### config.mk
export PLATFORM = sky130hd
export DESIGN_NAME = cmd_packet_scheduler_flat
export DESIGN_NICKNAME = d
export VERILOG_FILES = /design/src/rtl/cmd_packet_scheduler_pkg.sv /design/src/rtl/cmd_packet_scheduler_if.sv /design/src/rtl/cmd_packet_scheduler_bank_ram.sv /design/src/rtl/cmd_packet_scheduler.sv /design/src/flat_wrapper.sv
export SDC_FILE = /design/constraint.sdc
export NUM_CORES = 1
export LEC_CHECK = 0
export ABC_AREA = 1
export CAP_MARGIN = 25
export CORE_ASPECT_RATIO = 2
export CORE_MARGIN = 1
export CORE_UTILIZATION = 53
export CTS_CLUSTER_DIAMETER = 40
export DETAILED_ROUTE_END_ITERATION = 10
export PLACE_DENSITY = 0.69
export RECOVER_POWER = 100
export SLEW_MARGIN = 30
export SYNTH_ARGS = -nofsm -noshare
export SYNTH_HDL_FRONTEND = slang
export SYNTH_HIERARCHICAL = 1
export SYNTH_SLANG_ARGS = --single-unit
### constraint.sdc
create_clock -name clk -period 2.4 [get_ports clk]
set_input_delay 0.48 -clock clk [delete_from_list [all_inputs] [get_ports clk]]
set_output_delay 0.48 -clock clk [all_outputs]
set_load 0.01 [all_outputs]
### src/rtl/cmd_packet_scheduler_pkg.sv
// Shared types and sizes for the command-packet scheduler: bank and
// transmit state encodings plus the ping-pong buffer geometry.
package cmd_sched_pkg;

    localparam int NUM_REQ   = 2;
    localparam int NUM_BANKS = 2;
    localparam int BANK_W    = 1;
    localparam int BUF_DEPTH = 64;
    localparam int ADDR_W    = 6;
    localparam int DATA_W    = 8;
    localparam int RAM_AW    = BANK_W + ADDR_W;

    typedef enum logic [1:0] {
        BANK_FREE    = 2'd0,
        BANK_FILLING = 2'd1,
        BANK_FULL    = 2'd2,
        BANK_SENDING = 2'd3
    } bank_state_t;

    typedef enum logic [1:0] {
        TX_IDLE  = 2'd0,
        TX_WAIT0 = 2'd1,
        TX_RUN   = 2'd2,
        TX_DONE  = 2'd3
    } tx_state_t;

endpackage

### src/rtl/cmd_packet_scheduler_if.sv
// Bus between the scheduler and its clients: the frame builders (request,
// grant, shared byte-write bus) and packet_streamer (command read port).
interface cmd_packet_scheduler_if;
    import cmd_sched_pkg::*;

    logic [NUM_REQ-1:0] req;
    logic [NUM_REQ-1:0] grant;
    logic               wr_en;
    logic [ADDR_W-1:0]  wr_addr;
    logic [DATA_W-1:0]  wr_data;
    logic               wr_commit;
    logic               cmd_ready;
    logic [ADDR_W-1:0]  cmd_addr;
    logic [DATA_W-1:0]  cmd_data;

    // Client side: frame builders and the streamer together.
    modport master (
        output req, wr_en, wr_addr, wr_data, wr_commit, cmd_addr,
        input  grant, cmd_ready, cmd_data
    );

    // Scheduler side.
    modport slave (
        input  req, wr_en, wr_addr, wr_data, wr_commit, cmd_addr,
        output grant, cmd_ready, cmd_data
    );

endinterface

### src/rtl/cmd_packet_scheduler_bank_ram.sv
// Two-bank frame buffer: simple dual-port RAM addressed by {bank, offset},
// one write port and one synchronous read port.
module cmd_bank_ram
    import cmd_sched_pkg::*;
(
    input  logic              clk,
    input  logic              wr_en,
    input  logic [RAM_AW-1:0] wr_addr,
    input  logic [DATA_W-1:0] wr_data,
    input  logic [RAM_AW-1:0] rd_addr,
    output logic [DATA_W-1:0] rd_data
);

    logic [DATA_W-1:0] mem [NUM_BANKS*BUF_DEPTH];

    // Byte write from the granted frame builder.
    // NOTE: the array has no reset: a resettable memory cannot map onto
    // block RAM, and stale frame bytes are harmless here.
    always_ff @(posedge clk) begin
        if (wr_en) begin
            mem[wr_addr] <= wr_data;
        end
    end

    // Registered read for the streamer, one cycle of latency.
    always_ff @(posedge clk) begin
        rd_data <= mem[rd_addr];
    end

endmodule

### src/rtl/cmd_packet_scheduler.sv
// Round-robin arbiter for two frame builders feeding a ping-pong frame
// buffer, plus a transmit FSM that hands completed frames to the streamer
// in commit order, with a per-frame timeout.
module cmd_packet_scheduler
    import cmd_sched_pkg::*;
#(
    parameter int TX_TIMEOUT = 4096,
    parameter int CNT_W      = 16
) (
    input  logic                  clk,
    input  logic                  reset,
    cmd_packet_scheduler_if.slave bus,
    output logic [CNT_W-1:0]      sent_count,
    output logic [7:0]            drop_count
);

    localparam int TMR_W = $clog2(TX_TIMEOUT + 1);

    bank_state_t          bank_state [NUM_BANKS];
    logic [NUM_BANKS-1:0] free_vec;
    logic [NUM_BANKS-1:0] full_vec;
    logic [NUM_BANKS-1:0] bank_tag;
    logic                 commit_seq;
    logic                 fill_bank;
    logic                 sending_bank;
    logic                 last_served;
    logic [NUM_REQ-1:0]   grant_q;
    logic [TMR_W-1:0]     timer;
    logic                 timer_hit;
    logic                 rd_valid;
    logic [DATA_W-1:0]    ram_q;

    tx_state_t tx_state;
    tx_state_t tx_next;
    logic      cmd_ready_c;
    logic      tx_start;
    logic      frame_sent;
    logic      frame_dropped;

    logic arb_fire;
    logic winner;
    logic free_bank;
    logic oldest_full;
    logic commit_fire;

    // Per-bank status flags.
    always_comb begin
        for (int i = 0; i < NUM_BANKS; i++) begin
            free_vec[i] = (bank_state[i] == BANK_FREE);
            full_vec[i] = (bank_state[i] == BANK_FULL);
        end
    end

    // Arbitration: the requester after the last-served one wins a tie, and
    // the lowest free bank is handed out.
    assign arb_fire    = (grant_q == '0) && (|free_vec) && (|bus.req);
    assign winner      = last_served ? ~bus.req[0] : bus.req[1];
    assign free_bank   = ~free_vec[0];
    assign commit_fire = bus.wr_commit && (grant_q != '0);

    // With two FULL banks, the one committed first carries the tag that
    // equals the current sequence bit (one commit has happened since).
    assign oldest_full = (&full_vec) ? (bank_tag[0] != commit_seq) : ~full_vec[0];
    assign timer_hit   = (timer == TMR_W'(TX_TIMEOUT - 1));

    // Transmit state register.
    always_ff @(posedge clk) begin
        if (reset) begin
            tx_state <= TX_IDLE;
        end else begin
            tx_state <= tx_next;
        end
    end

    // Transmit next-state logic; completion beats a coincident timeout.
    // NOTE: tx_next gets a default first so no path leaves it unassigned,
    // which would otherwise infer a latch.
    always_comb begin
        tx_next = tx_state;
        unique case (tx_state)
            TX_IDLE:  if (|full_vec) tx_next = TX_WAIT0;
            TX_WAIT0: begin
                if (timer_hit)                tx_next = TX_IDLE;
                else if (bus.cmd_addr == '0)  tx_next = TX_RUN;
            end
            TX_RUN: begin
                if (bus.cmd_addr == ADDR_W'(BUF_DEPTH - 1)) tx_next = TX_DONE;
                else if (timer_hit)                         tx_next = TX_IDLE;
            end
            TX_DONE:  tx_next = TX_IDLE;
            default:  tx_next = TX_IDLE;
        endcase
    end

    // Transmit outputs and the bookkeeping events they trigger.
    always_comb begin
        cmd_ready_c   = 1'b0;
        tx_start      = 1'b0;
        frame_sent    = 1'b0;
        frame_dropped = 1'b0;
        unique case (tx_state)
            TX_IDLE:  tx_start = |full_vec;
            TX_WAIT0,
            TX_RUN: begin
                cmd_ready_c   = 1'b1;
                frame_dropped = (tx_next == TX_IDLE);
            end
            TX_DONE:  frame_sent = 1'b1;
            default:  ;
        endcase
    end

    // Bank bookkeeping, grant, timeout timer and counters.
    // NOTE: non-blocking assignments throughout, so every condition sees the
    // pre-edge state no matter how the statements are ordered.
    always_ff @(posedge clk) begin
        if (reset) begin
            for (int i = 0; i < NUM_BANKS; i++) begin
                bank_state[i] <= BANK_FREE;
            end
            bank_tag     <= '0;
            commit_seq   <= 1'b0;
            fill_bank    <= 1'b0;
            sending_bank <= 1'b0;
            last_served  <= 1'b1;
            grant_q      <= '0;
            timer        <= '0;
            rd_valid     <= 1'b0;
            sent_count   <= '0;
            drop_count   <= '0;
        end else begin
            if (arb_fire) begin
                grant_q               <= winner ? 2'b10 : 2'b01;
                last_served           <= winner;
                fill_bank             <= free_bank;
                bank_state[free_bank] <= BANK_FILLING;
            end
            if (commit_fire) begin
                grant_q               <= '0;
                bank_state[fill_bank] <= BANK_FULL;
                bank_tag[fill_bank]   <= commit_seq;
                commit_seq            <= ~commit_seq;
            end
            if (tx_start) begin
                sending_bank            <= oldest_full;
                bank_state[oldest_full] <= BANK_SENDING;
            end
            if (frame_sent || frame_dropped) begin
                bank_state[sending_bank] <= BANK_FREE;
            end
            if (frame_sent) begin
                sent_count <= sent_count + 1'b1;
            end
            if (frame_dropped && (drop_count != 8'hFF)) begin
                drop_count <= drop_count + 8'd1;
            end
            timer    <= (cmd_ready_c && (tx_next inside {TX_WAIT0, TX_RUN})) ? timer + 1'b1 : '0;
            rd_valid <= (tx_state != TX_IDLE);
        end
    end

    cmd_bank_ram u_ram (
        .clk     (clk),
        .wr_en   (bus.wr_en && (grant_q != '0)),
        .wr_addr ({fill_bank, bus.wr_addr}),
        .wr_data (bus.wr_data),
        .rd_addr ({sending_bank, bus.cmd_addr}),
        .rd_data (ram_q)
    );

    assign bus.grant     = grant_q;
    assign bus.cmd_ready = cmd_ready_c;
    assign bus.cmd_data  = rd_valid ? ram_q : '0;

endmodule

### src/flat_wrapper.sv
// flat-port wrapper written by rule: the top's interface ports become plain ports
module cmd_packet_scheduler_flat import cmd_sched_pkg::*;
#(
    parameter int TX_TIMEOUT = 4096,
    parameter int CNT_W      = 16
)
  (clk, reset, sent_count, drop_count, bus_req, bus_wr_en, bus_wr_addr, bus_wr_data, bus_wr_commit, bus_cmd_addr, bus_grant, bus_cmd_ready, bus_cmd_data);
  cmd_packet_scheduler_if bus_i ();
  input  logic clk;
  input  logic reset;
  output logic [CNT_W-1:0] sent_count;
  output logic [7:0] drop_count;
  input wire logic [$bits(bus_i.req)-1:0] bus_req;
  input wire logic [$bits(bus_i.wr_en)-1:0] bus_wr_en;
  input wire logic [$bits(bus_i.wr_addr)-1:0] bus_wr_addr;
  input wire logic [$bits(bus_i.wr_data)-1:0] bus_wr_data;
  input wire logic [$bits(bus_i.wr_commit)-1:0] bus_wr_commit;
  input wire logic [$bits(bus_i.cmd_addr)-1:0] bus_cmd_addr;
  output wire logic [$bits(bus_i.grant)-1:0] bus_grant;
  output wire logic [$bits(bus_i.cmd_ready)-1:0] bus_cmd_ready;
  output wire logic [$bits(bus_i.cmd_data)-1:0] bus_cmd_data;
  assign bus_i.req = bus_req;
  assign bus_i.wr_en = bus_wr_en;
  assign bus_i.wr_addr = bus_wr_addr;
  assign bus_i.wr_data = bus_wr_data;
  assign bus_i.wr_commit = bus_wr_commit;
  assign bus_i.cmd_addr = bus_cmd_addr;
  assign bus_grant = bus_i.grant;
  assign bus_cmd_ready = bus_i.cmd_ready;
  assign bus_cmd_data = bus_i.cmd_data;
  cmd_packet_scheduler #(.TX_TIMEOUT(TX_TIMEOUT), .CNT_W(CNT_W)) u_core (.clk(clk), .reset(reset), .bus(bus_i), .sent_count(sent_count), .drop_count(drop_count));
endmodule
=== Word-level counts from Yosys, hierarchy flattened ===
Memory sizes are Yosys's and may differ from the RTL's. A register that Yosys moved wholly into a read port is not among the register bits.
Index checks and enable logic that the tools add are counted.
Widths: inputs -> output; s select.

* Register bits after elaboration: 48
* Memories kept: 2
* Bits in writable memories: 1028

* Multiplexer cells: 45
* Reduce and logical (&&, ||, !) cells: 28
* Add/subtract/negate cells: 3
* Bitwise logic cells: 5
* Magnitude comparators: 2
* Equality and inequality tests: 11

{| class="wikitable"
|+ Memories
! memory !! depth !! bits a word !! read ports !! clocked after memory_dff !! wr ports !! RTL line !! text
|-
| u_core.u_ram.mem || 128 || 8 || 1 || 1 || 1 || cmd_packet_scheduler_bank_ram.sv:14 || <nowiki>logic [DATA_W-1:0] mem [NUM_BANKS*BUF_DEPTH];</nowiki>
|-
| u_core.bank_state || 2 || 2 || 2 || 0 || 2 || cmd_packet_scheduler.sv:19 || <nowiki>bank_state_t bank_state [NUM_BANKS];</nowiki>
|}

{| class="wikitable"
|+ Operator list
! cell !! number
|-
| $mux 1 || 31
|-
| $mux 2 || 10
|-
| $reduce_or 2->1 || 10
|-
| $add 16x1->16 const B || 1
|-
| $add 13x1->13 const B || 1
|-
| $eq 13x12->1 const B || 1
|-
| $eq 2x2->1 const B || 5
|-
| $logic_not 2->1 || 5
|-
| $add 8x1->8 const B || 1
|-
| $mux 8 || 1
|-
| $ne 8x8->1 const B || 1
|-
| $pmux 2 s4 || 1
|-
| $logic_and 1x1->1 || 7
|-
| $eq 6x6->1 const B || 1
|-
| $logic_not 6->1 || 1
|-
| $reduce_bool 2->1 || 3
|-
| $not 1->1 || 5
|-
| $eq 2x1->1 const B || 2
|-
| $bwmux 2 || 1
|-
| $lt 1x2->1 const B || 1
|-
| $reduce_and 2->1 || 1
|-
| $demux 1 s1 || 1
|-
| $ge 1x1->1 const B || 1
|-
| $logic_or 1x1->1 || 1
|-
| $ne 1x1->1 || 1
|}

=== Longest topological paths before layout ===
* Word-level depth: 12
* Depth in mapped cells: 18
* Gate-level depth less buffers: 18

=== By module ===
Netlist, hierarchy kept.

{| class="wikitable"
|+ Modules (own cells, without submodules)
! module !! area each (sq um) !! instances !! cells each
|-
| cmd_bank_ram || 42104.1 || 1 || 3575
|-
| cmd_packet_scheduler || 2777.7 || 1 || 416
|}

=== Worst setup path after synthesis ===
OpenSTA, ideal clock, no wires.

* Path type: register to register
* Start point: reg u_core.timer[0]
* End point: mem u_core/bank_state[0][0] (netlist name), enable pin
* Arrival time: 1.839 ns
* Period minus slack after synthesis: 2.139 ns
* Stages on the path, launching flop included: 16
* Path slack: 0.261 ns
* Setup time: 0.300 ns
* Cells stage by stage: dfxtp_1 -> ha_1 -> nand3_1 -> nor3_1 -> nand2_1 -> nand3_1 -> nand2_1 -> inv_1 -> ha_1 -> nand2_1 -> nand2_4 -> nand2_4 -> or2_4 -> nand2_1 -> nand2_2 -> nand3_1

{| class="wikitable"
|+ RTL lines
! what !! RTL line !! text
|-
| from (decl) || cmd_packet_scheduler.sv:28 || <nowiki>logic [TMR_W-1:0] timer;</nowiki>
|-
| from (signal assigned) || cmd_packet_scheduler.sv:157 || <nowiki>timer <= (cmd_ready_c && (tx_next inside {TX_WAIT0, TX_RUN})) ? timer + 1'b1 : '0;</nowiki>
|-
| to (decl) || cmd_packet_scheduler.sv:19 ||
|}

=== Final worst setup path ===
* Start point: reg u_core.grant_q[0] (netlist: u_core/bus.grant[0])
* End point: mem u_core.u_ram.mem[126][0], enable pin

* Word-level cells in the longest chain between the ends: 4

{| class="wikitable"
|+ Ends and longest elaborated chain
! what !! RTL line !! text
|-
| from (decl) || cmd_packet_scheduler.sv:27 || <nowiki>logic [NUM_REQ-1:0] grant_q;</nowiki>
|-
| from (signal assigned) || cmd_packet_scheduler.sv:133 || <nowiki>grant_q <= winner ? 2'b10 : 2'b01;</nowiki>
|-
| $reduce_bool 2->1 || cmd_packet_scheduler.sv:164 || <nowiki>.wr_en (bus.wr_en && (grant_q != '0)),</nowiki>
|-
| $logic_and 1x1->1 || cmd_packet_scheduler.sv:164 ||
|-
| $mux 1 || cmd_packet_scheduler_bank_ram.sv:20 || <nowiki>if (wr_en) begin</nowiki>
|-
| $mux 1 (implied by the code) || cmd_packet_scheduler_bank_ram.sv:21 || <nowiki>mem[wr_addr] <= wr_data;</nowiki>
|-
| to (decl) || cmd_packet_scheduler_bank_ram.sv:14 ||
|}

Every way passes these cells.

==> qor.txt <==
=================================================================================
Area taken by flip-flops and latches                                    32000 µm²
Core footprint                                                          83700 µm²
Remaining DRCs                                                                  0
Post-route clock skew                                                     19.3 ps
Wirelength per Cell                                                       22.3 µm
Cell area power density                                                784 nW/µm²
Number of CTS-inserted buffers                                                 91
Largest net degree at the start of global routing                             104
Violations in the final reports                                      capacitance limit, slew limit
Sequential element share of the synthesized area                            0.712
Global placement routability congestion                                     0.928
Worst path required time                                                  2750 ps
Clock tree buffer depth                                                         3
Initial core utilization                                                    0.536
Antenna violations before repair                                                1
Reg-to-Reg Start                                                     u_core/bus.grant[0]
First-pass GRT wire length                                                 179 mm
FILL cells                                                                   6523
Mapped Avg Cell Area                                                     11.2 µm²
Yosys warnings                                                                  6
RSZ-0062 raised after global routing                                          yes
Number of hold violations in the final report                                   0
H-tree level count                                                              3
Post-route clock period utilization                                         0.996
Leakage Power                                                             19.0 nW
Final cell area excluding filler cells                                  51300 µm²
Cell area after placement                                               48600 µm²
GRT Residual Overflow                                                           0
Half-perimeter wire length after detailed placement                       78.4 mm
Met2 routing resource usage after global routing                            0.517
Met3 routing resource usage after global routing                           0.0391
Largest driver fanout on the critical path                                     13
Reported max-cap violation count                                                5
Ratio of cells with drive above 1 in the final layout                       0.115
Netlist cell types                                                             34
Area growth from synthesis to layout                                        14.2%
Rows                                                                          150
Worst-margin pin slew                                                     2240 ps
Number of standard cells after synthesis                                     3991
Total of endpoints with negative setup slack in the final report                0
Launch point of the critical path                                    u_core/bus.grant[0]
Most used routing layer in global routing                                    met2
Via count of the first global-routing pass                                  30604
Largest vdd supply drop                                                    708 µV
Tmin final                                                                2390 ps
Post-synthesis instance area                                            44900 µm²
Clock tree root buffer cell                                          sky130_fd_sc_hd__clkbuf_16
DIE AREA                                                                85900 µm²
Number of nets with antenna violations after routing                            0
Endpoint class of the critical path                                      register
Data arrival time of the critical path                                    2740 ps
Drt initial violations                                                       2540
Via count                                                                   30980
CTS Sinks                                                                    1083
Vias/cell                                                                    5.76
Overall routed net length                                                  120 mm
Final net count                                                              4273
Height of the die                                                          414 µm
I/O pins                                                                       61
Achievable clock frequency                                                418 MHz
Count of port buffers added during placement                                   60
Startpoint type of the worst setup path                                  register
Critical path class                                                  register to register
Number of storage elements in the synthesis netlist                          1083
Grt met1 use                                                                0.300
Final cell utilization of the core                                          0.612
Area of the multi-input gates                                           11200 µm²
Result of the run                                                    finished with violations
Net Count, Synth                                                             4026
Worst-case headroom to the max-slew limit                                  -0.496
Register clock-pin slew on the reported worst setup and hold paths          70 ps
Clock latency on the worst-skew pair                                       680 ps
Hold wc startpoint                                                   bus_wr_data[2]
TritonCTS clock tree                                                         done
GR Util All Layers                                                          0.282
First-pass iteration count of the detailed router                               6
Horizontal extent of the die                                               208 µm
Class of the most critical hold timing path                          primary input to register
Final slew viol count                                                         157
=================================================================================
[area by class of cell]
type / instances / area share
flip-flops and latches: 1083 / 0.624
multi-input cells: 2578 / 0.219
repair buffers: 392 / 0.0626
clock buffers: 100 / 0.0467
well taps: 1064 / 0.0260
clock inverters: 68 / 0.0141
inverters: 92 / 0.00744
diodes: 1 / 0.0000488
[layout by cell type, fill, tap and decap left out, types with 7 or more instances in the layout]
| cell | count |
|---|---|
| sky130_fd_sc_hd__o21ai_0 | 18 |
| sky130_fd_sc_hd__buf_12 | 45 |
| sky130_fd_sc_hd__clkdlybuf4s50_1 | 21 |
| sky130_fd_sc_hd__dfxtp_1 | 49 |
| sky130_fd_sc_hd__nand2_1 | 1319 |
| sky130_fd_sc_hd__dlygate4sd3_1 | 26 |
| sky130_fd_sc_hd__buf_2 | 30 |
| sky130_fd_sc_hd__a21oi_1 | 23 |
| sky130_fd_sc_hd__clkinv_1 | 15 |
| sky130_fd_sc_hd__clkinvlp_4 | 11 |
| sky130_fd_sc_hd__bufinv_16 | 12 |
| sky130_fd_sc_hd__nor2_2 | 8 |
| sky130_fd_sc_hd__nor2_1 | 191 |
| sky130_fd_sc_hd__ha_1 | 7 |
| sky130_fd_sc_hd__inv_1 | 86 |
| sky130_fd_sc_hd__edfxtp_1 | 1028 |
| sky130_fd_sc_hd__clkinv_2 | 16 |
| sky130_fd_sc_hd__clkbuf_1 | 42 |
| sky130_fd_sc_hd__clkbuf_4 | 24 |
| sky130_fd_sc_hd__clkbuf_2 | 87 |
| sky130_fd_sc_hd__nor3_1 | 15 |
| sky130_fd_sc_hd__nand3_1 | 952 |
| sky130_fd_sc_hd__clkbuf_16 | 95 |
| sky130_fd_sc_hd__buf_4 | 119 |
[flip-flops by register name (all words and copies together) (netlist names)]
register and flops:
u_core/drop_count 8, u_core/bank_tag 1, u_core/commit_seq 1, u_core/tx_state 2
u_core/rd_valid 1, u_core/timer 13, u_core/sending_bank 1, u_core/bus.grant 2
u_core/u_ram/rd_data 8, u_core/fill_bank 1, u_core/bank_state 4, u_core/last_served 1
u_core/sent_count 16, u_core/u_ram/mem 1024
[synth_stat cells, drive strengths merged]
cell | number | area, µm²
inv | 92 | 363
nand3b | 3 | 22.5
a211oi | 1 | 7.51
a21oi | 23 | 115
buf | 202 | 1240
nor2 | 199 | 769
xor2 | 5 | 43.8
or2 | 2 | 15.0
dfxtp | 55 | 1100
o21ai | 20 | 100
nand4 | 6 | 37.5
nor3b | 1 | 7.51
o211ai | 1 | 7.51
ha | 9 | 113
nor3 | 16 | 80.1
clkbuf | 36 | 135
nand3 | 956 | 4780
nand2 | 1329 | 5010
edfxtp | 1028 | 30900
a31oi | 1 | 6.26
xnor2 | 4 | 35.0
o21a | 2 | 15.0
[worst max-delay path, stage by stage, from the launching register on]
cell                       delay (ps)
sky130_fd_sc_hd__dfxtp_1          360
sky130_fd_sc_hd__nor2_1            90
sky130_fd_sc_hd__nor2_1           100
sky130_fd_sc_hd__clkbuf_1         560
sky130_fd_sc_hd__nand2_1          130
sky130_fd_sc_hd__clkbuf_4         370
sky130_fd_sc_hd__nor2_1           160
sky130_fd_sc_hd__clkbuf_2         270
[power by group]
part | switching [W] | leakage [nW] | internal, W | total [W]
sequential | 0.000127 | 9.69 | 0.0209 | 0.0210
clock | 0.00681 | 1.50 | 0.00860 | 0.0154
combinational | 0.00264 | 7.80 | 0.00111 | 0.00375
total | 0.00958 | 19.0 | 0.0306 | 0.0402
[logic make-up (layout without fill, tap and decap cells)]
family / Yosys count / count (layout) / synth area share
other: 0 / 1 / 0
DFF: 1083 / 1083 / 0.712
AOI/OAI and AO/OA: 48 / 48 / 0.00560
xor gates and xnor gates: 9 / 9 / 0.00176
adders and majority gates: 9 / 9 / 0.00251
buffers and inverters: 330 / 652 / 0.0387
and+or+nand+nor: 2512 / 2512 / 0.239
[stage by stage]
stage	cells	total power, W	setup slack, ps	TNS [ps]	hold WS, ps
4_1_cts	5373	0.0403	4.17	0	145
6_report	5378	0.0402	9.98	0	381
3_3_place_gp	5197	0.0251	-226	-4430	452
2_1_floorplan	3991	0.0234	261	0	418
3_5_place_dp	5197	0.0251	-231	-10910	461
5_1_grt	5377	0.0413	-77.5	-941	387
[worst paths after layout]
check                             endpoint  slack (ps)  cells past startpoint
setup / recovery  u_core/u_ram/mem[126][0]          10                      7
hold / removal     u_core/u_ram/mem[89][2]         380                      1
setup reg to reg  u_core/u_ram/mem[126][0]          10                      7
hold reg to reg            u_core/timer[4]         470                      2
[layer usage]
| layer | part of all wire | vias to the layer above |
|---|---|---|
| met4 | 0.073 | 0 |
| met1 | 0.33 | 14959 |
| li1 | - | 14370 |
| met2 | 0.53 | 1292 |
| met3 | 0.063 | 359 |
| met5 | 0 | - |
[what timing repair did]
item	CTS	global route
cloned	0	0
pin swaps	5	12
hold buffers	0	0
setup endpoints to repair	15	15
buffers inserted	8	4
gates resized for setup	11	18
(Power assumes the default switching activity.)
